--- src/rtl/mult_div_unit.sv ---
// -----------------------------------------------------------------------------
// mult_div_unit
//
// Iterative multiply/divide unit that owns the architectural HI/LO registers.
//
//   MULT / MULTU : 64-bit product (signed / unsigned), busy for 2 cycles
//                  (MUL then FIX). HI = product[63:32], LO = product[31:0].
//   DIV  / DIVU  : restoring division on operand magnitudes, one quotient bit
//                  per cycle, 32 iterations then FIX, busy for 33 cycles.
//                  LO = quotient, HI = remainder. For the signed form the
//                  quotient is negated when operand signs differ and the
//                  remainder takes the sign of the dividend.
//   Divide by 0  : goes straight to FIX, LO = 0xFFFFFFFF, HI = dividend,
//                  busy for 1 cycle.
//
// Ports
//   clk        in   clock, all state changes on the rising edge
//   rst        in   synchronous active-high reset
//   md_start   in   begin an operation (accepted only when idle)
//   md_opcode  in   2   00 MULT, 01 MULTU, 10 DIV, 11 DIVU
//   md_op_x    in   32  multiplicand / dividend
//   md_op_y    in   32  multiplier / divisor
//   hi_we      in   MTHI strobe (idle, no start)
//   lo_we      in   MTLO strobe (idle, no start)
//   md_wdata   in   32  MTHI/MTLO data
//   md_busy    out  operation in flight (state != IDLE)
//   md_done    out  one-cycle pulse, first cycle the new HI/LO are visible
//   hi, lo     out  32  architectural HI/LO registers
// -----------------------------------------------------------------------------
module mult_div_unit #(
  parameter int DATA_W = 32
) (
  input  logic              clk,
  input  logic              rst,
  input  logic              md_start,
  input  logic [1:0]        md_opcode,
  input  logic [DATA_W-1:0] md_op_x,
  input  logic [DATA_W-1:0] md_op_y,
  input  logic              hi_we,
  input  logic              lo_we,
  input  logic [DATA_W-1:0] md_wdata,
  output logic              md_busy,
  output logic              md_done,
  output logic [DATA_W-1:0] hi,
  output logic [DATA_W-1:0] lo
);

  localparam int              CNT_W    = $clog2(DATA_W);
  localparam logic [CNT_W-1:0] CNT_LAST = CNT_W'(DATA_W - 1);

  typedef enum logic [1:0] {
    IDLE = 2'd0,
    MUL  = 2'd1,
    DIV  = 2'd2,
    FIX  = 2'd3
  } state_t;

  state_t state;
  state_t state_next;

  // Two's-complement negate when requested (wraps, so -0x80000000 stays put).
  function automatic logic [DATA_W-1:0] neg_if(input logic [DATA_W-1:0] v,
                                               input logic              neg);
    return neg ? -v : v;
  endfunction

  // Magnitude of an operand, treating it as signed only for signed opcodes.
  function automatic logic [DATA_W-1:0] magnitude(input logic [DATA_W-1:0] v,
                                                  input logic              is_signed);
    return neg_if(v, is_signed & v[DATA_W-1]);
  endfunction

  // Widen to 2*DATA_W; the low 2*DATA_W bits of the product of two
  // sign-extended operands are the exact signed product.
  function automatic logic signed [2*DATA_W-1:0] widen(input logic [DATA_W-1:0] v,
                                                       input logic              is_signed);
    return {{DATA_W{is_signed & v[DATA_W-1]}}, v};
  endfunction

  // Opcode decode for the request presented this cycle.
  logic req_div;
  logic req_signed;
  logic req_div_zero;

  assign req_div      = md_opcode[1];
  assign req_signed   = ~md_opcode[0];
  assign req_div_zero = (md_op_y == '0);

  // ---- stage p0: operands and division state captured at start ------------
  logic [1:0]        opcode_p0;
  logic [DATA_W-1:0] x_p0;
  logic [DATA_W-1:0] y_p0;
  logic              div_zero_p0;
  logic              neg_q_p0;
  logic              neg_r_p0;
  logic [DATA_W-1:0] quo_p0;
  logic [DATA_W-1:0] rem_p0;
  logic [DATA_W-1:0] dvsr_p0;

  // ---- stage p1: registered product ---------------------------------------
  logic signed [2*DATA_W-1:0] product_p1;

  logic [CNT_W-1:0]  cnt;
  logic              p0_signed;

  assign p0_signed = ~opcode_p0[0];

  // One restoring step: shift the next dividend bit into the partial
  // remainder and subtract the divisor if it fits. The remainder is always
  // below the divisor, so one extra bit is enough to hold the shifted value
  // and the sign of the trial subtraction.
  logic [DATA_W:0] rem_shift;
  logic [DATA_W:0] rem_trial;
  logic            trial_ok;

  assign rem_shift = {rem_p0, quo_p0[DATA_W-1]};
  assign rem_trial = rem_shift - {1'b0, dvsr_p0};
  assign trial_ok  = ~rem_trial[DATA_W];

  // Datapath registers carry no reset; state gates every use of them.
  always_ff @(posedge clk) begin
    if (state == IDLE && md_start) begin
      opcode_p0   <= md_opcode;
      x_p0        <= md_op_x;
      y_p0        <= md_op_y;
      div_zero_p0 <= req_div_zero;
      neg_q_p0    <= req_signed & (md_op_x[DATA_W-1] ^ md_op_y[DATA_W-1]);
      neg_r_p0    <= req_signed & md_op_x[DATA_W-1];
      quo_p0      <= magnitude(md_op_x, req_signed);
      dvsr_p0     <= magnitude(md_op_y, req_signed);
      rem_p0      <= '0;
    end else if (state == MUL) begin
      product_p1  <= widen(x_p0, p0_signed) * widen(y_p0, p0_signed);
    end else if (state == DIV) begin
      if (trial_ok) begin
        rem_p0 <= rem_trial[DATA_W-1:0];
        quo_p0 <= {quo_p0[DATA_W-2:0], 1'b1};
      end else begin
        rem_p0 <= rem_shift[DATA_W-1:0];
        quo_p0 <= {quo_p0[DATA_W-2:0], 1'b0};
      end
    end
  end

  // ---- FIX: sign correction and final HI/LO selection ---------------------
  logic [DATA_W-1:0] res_hi;
  logic [DATA_W-1:0] res_lo;

  always_comb begin
    res_hi = product_p1[2*DATA_W-1:DATA_W];
    res_lo = product_p1[DATA_W-1:0];
    if (opcode_p0[1]) begin
      if (div_zero_p0) begin
        res_hi = x_p0;
        res_lo = '1;
      end else begin
        res_hi = neg_if(rem_p0, neg_r_p0);
        res_lo = neg_if(quo_p0, neg_q_p0);
      end
    end
  end

  // FSM next state.
  always_comb begin
    state_next = state;
    case (state)
      IDLE: begin
        if (md_start) begin
          if (!req_div)         state_next = MUL;
          else if (req_div_zero) state_next = FIX;
          else                  state_next = DIV;
        end
      end
      MUL:     state_next = FIX;
      DIV:     if (cnt == CNT_LAST) state_next = FIX;
      FIX:     state_next = IDLE;
      default: state_next = IDLE;
    endcase
  end

  // Control state, iteration counter and the architectural registers.
  always_ff @(posedge clk) begin
    if (rst) begin
      state   <= IDLE;
      cnt     <= '0;
      md_done <= 1'b0;
      hi      <= '0;
      lo      <= '0;
    end else begin
      state   <= state_next;
      md_done <= (state == FIX);
      if (state == DIV) cnt <= cnt + CNT_W'(1);
      else              cnt <= '0;

      if (state == FIX) begin
        hi <= res_hi;
        lo <= res_lo;
      end else if (state == IDLE && !md_start) begin
        // A start in the same cycle takes priority and drops the write.
        if (hi_we) hi <= md_wdata;
        if (lo_we) lo <= md_wdata;
      end
    end
  end

  assign md_busy = (state != IDLE);

endmodule

--- config.mk ---
export PLATFORM = sky130hd
export DESIGN_NAME = mult_div_unit
export DESIGN_NICKNAME = d
export VERILOG_FILES = /design/src/rtl/mult_div_unit.sv
export SDC_FILE = /design/constraint.sdc
export NUM_CORES = 2
export LEC_CHECK = 0
export ABC_AREA = 1
export CORE_MARGIN = 8
export CORE_UTILIZATION = 35
export CTS_CLUSTER_DIAMETER = 40
export DETAILED_ROUTE_END_ITERATION = 8
export GPL_ROUTABILITY_DRIVEN = 1
export PLACE_DENSITY = 0.49
export SYNTH_ARGS = -nofsm -noshare
export SYNTH_HDL_FRONTEND = slang
export SYNTH_SLANG_ARGS = --single-unit
--- constraint.sdc ---
create_clock -name clk -period 18.75 [get_ports clk]
set_clock_uncertainty 0.05 [all_clocks]
set_input_delay 4.6875 -clock clk [delete_from_list [all_inputs] [get_ports clk]]
set_output_delay 4.6875 -clock clk [all_outputs]
set_load 0.05 [all_outputs]
==> results.json <==
{
  "yosys_warnings": 0,
  "cts_made_buffers": 56,
  "core_um2": 165000,
  "r2r_slack_ns": 10.11,
  "yosysSeqAreaShare_pct": 13.8,
  "start_kind": "flop",
  "wl_met1_mm": 91.3,
  "tns_ns": 0,
  "met3_length_mm": 10.8,
  "slew_headroom_pct": 26.5,
  "grt_pass1_wl_mm": 324,
  "ctsResizeCount": 0,
  "placed_area_um2": 61800,
  "yosys.area_share.adder_pct": 44.5,
  "reg2reg_depth": 27,
  "hold_violations": 0,
  "remaining_drc_errors": 1,
  "final_cell_mix": "nand2_1, inv_1, fa_1",
  "synth.avg_cell_area_um2": 7.69,
  "drt_first_iter_violations": 3488,
  "synth_nets": 9004,
  "worst-path-stages": 27,
  "max_stage_delay_ns": 0.98,
  "synthArstFlopShare_pct": 0,
  "violations": "design-rule violations",
  "overflow": 0,
  "gp_congestion": 0.970,
  "synth-edff-count": 196,
  "clkLatencyLatePin_ns": 0.66,
  "dr_total_vias": 48107,
  "syn_inst": 7520,
  "top_layer": "met4",
  "pre_cts_slack_ns": 10.08,
  "synth_simple_gate_area_share_pct": 21.3,
  "cts_tree": "done",
  "critPathMaxFanout": 19,
  "clk_pin_slew_worst_paths_ns": 0.06,
  "setup_viol": 0,
  "finalHoldWorstSlack_ns": 0.399,
  "cap_violations": 0,
  "drive_gt1_share_pct": 3.42,
  "dieArea_um2": 178000,
  "crit_type": "reg2reg",
  "synth_cell_types": 51,
  "drtAntennaViolNets": 0,
  "grtUsageTotal_pct": 23.7,
  "clockBufferDepth": 3,
  "r2r-start": "y_p0[6]",
  "status": "finished with violations",
  "boundaryPins": 169,
  "syn-cell-area_um2": 57800,
  "fmax_mhz": 116,
  "worst_slack_ns": 10.11,
  "layout_worst_path_cycle_share_pct": 46.1,
  "ys.flop_type": "edfxtp_1",
  "cp_slowest_cell": "fa_1",
  "numClockSinks": 300,
  "wire_per_inst_um": 21.8,
  "holdPathStages": 1,
  "dr_wl_met2_mm": 104,
  "critPathBufInv": 8,
  "critical_path.startpoint": "y_p0[6]",
  "root_buffer": "clkbuf_16",
  "synth_xor_area_share_pct": 1.76,
  "io_buffers": 168,
  "synth-seq-cells": 300,
  "dpl.hpwl_mm": 173,
  "crit_required_ns": 19.09,
  "first_global_vias": 51050,
  "cp.arrival_ns": 8.98,
  "area_growth_pct": 10.3,
  "grt_max_degree": 76,
  "postCtsSetupBuffers": 0,
  "synth_top_family_by_area": "adder cells",
  "worst_slew_pin_slew_ns": 1.10,
  "antenna_found_initial": 4,
  "muxShareOfSynthArea_pct": 0,
  "crit_top_cell": "fa_1",
  "rows": 149,
  "htreeDepth": 2,
  "synth-compound-area-share_pct": 4.48,
  "firstDrtPassIters": 9,
  "rsz0062_at_grt": "no",
  "dieWidth_um": 422,
  "routed_wl_mm": 213,
  "routed_via_density": 4.92,
  "finalMaxSlewViolations": 0,
  "reg2reg_to": "product_p1[63]",
  "ctsHoldBuffers": 0,
  "postLayoutCellArea_um2": 63800,
  "finalCriticalPeriod_ns": 8.64,
  "critPathTopFamily": "adder cells",
  "crit_path_end": "product_p1[63]",
  "dieHeight_um": 422,
  "final_common_cell": "nand2_1",
  "start_util_pct": 35.1,
  "cp-end-kind": "flop",
  "layout.nets": 9016,
  "hold_path.class": "reg2reg"
}
-- registers in the layout, summed over array words and instances (netlist names), 2 cells and up --
register    count
product_p1     64
hi             32
lo             32
quo_p0         32
rem_p0         32
x_p0           32
y_p0           32
dvsr_p0        31
cnt             5
opcode_p0       2
state           2
-- layer usage --
metal	GRT usage, %	up-vias
met2	41.2	1424
li1	-	21973
met5	0	-
met1	31.4	24401
met3	2.42	309
met4	6.63	0
-- through the flow --
stage / utilization [%] / std cells
finish: 38.7 / 9770
global route: 38.7 / 9769
CTS: 38.7 / 9769
detailed placement: 37.5 / 9663
global placement: 37.5 / 9663
floorplan: - / 7520
-- kinds of logic after synthesis --
logic type | Yosys count
xor+xnor | 116
simple gates | 3068
buf+inv | 2177
compound gates | 478
fa+ha+maj | 1381
flops | 300
-- synth_stat cells (16+ instances only) --
library cell	count	area, µm²
a21oi_1	181	906
nand2_2	20	125
nor3_1	34	170
xor2_1	85	744
dfxtp_1	104	2080
clkbuf_1	291	1090
nand3b_1	16	120
nor2_1	476	1790
a31oi_1	19	119
ha_1	255	3190
inv_1	1853	6960
nand3_1	284	1420
xnor2_1	31	272
nand4_1	48	300
nand2_1	2153	8080
o21bai_1	20	150
edfxtp_1	196	5890
fa_1	1126	22500
o21ai_0	213	1070
-- worst reg2reg max path: stages, from the launching register on --
cell and delay [ns]:
edfxtp_1 0.68, buf_4 0.35, nand2_1 0.18, nor2_1 0.09
fa_1 0.55, inv_1 0.13, fa_1 0.57, inv_1 0.12
fa_1 0.57, inv_1 0.06, fa_1 0.98, inv_1 0.32
fa_1 0.53, fa_1 0.54, inv_1 0.05, fa_1 0.38
fa_1 0.51, inv_1 0.04, ha_1 0.38, a21oi_1 0.23
a21boi_0 0.36, nand2_1 0.14, a21oi_1 0.16, nand2_1 0.07
a21oi_1 0.17, inv_1 0.06, nand2_1 0.06, nand2_1 0.04
-- layout make-up --
class                      instances  area (µm²)
clock buffer                      69        1510
multi-input combinational       5043       41700
inverter                        1864        7000
timing repair buffer             267        2420
sequential                       300        7970
tap                             2189        2740
antenna                            1        2.50
clock inverter                    37         464
fill                           17278      101000
-- worst min-delay path by stage --
stage	from	to	slack (ns)
finish	cnt[0]	cnt[0]	0.40
global route	cnt[0]	cnt[0]	0.42
CTS	cnt[0]	cnt[0]	0.40
detailed placement	cnt[0]	cnt[0]	0.39
global placement	cnt[0]	cnt[0]	0.38
floorplan	cnt[0]	cnt[0]	0.37
Power is not shown: default switching activity piles up to over one toggle a cycle in this logic, so the estimate is an artifact.
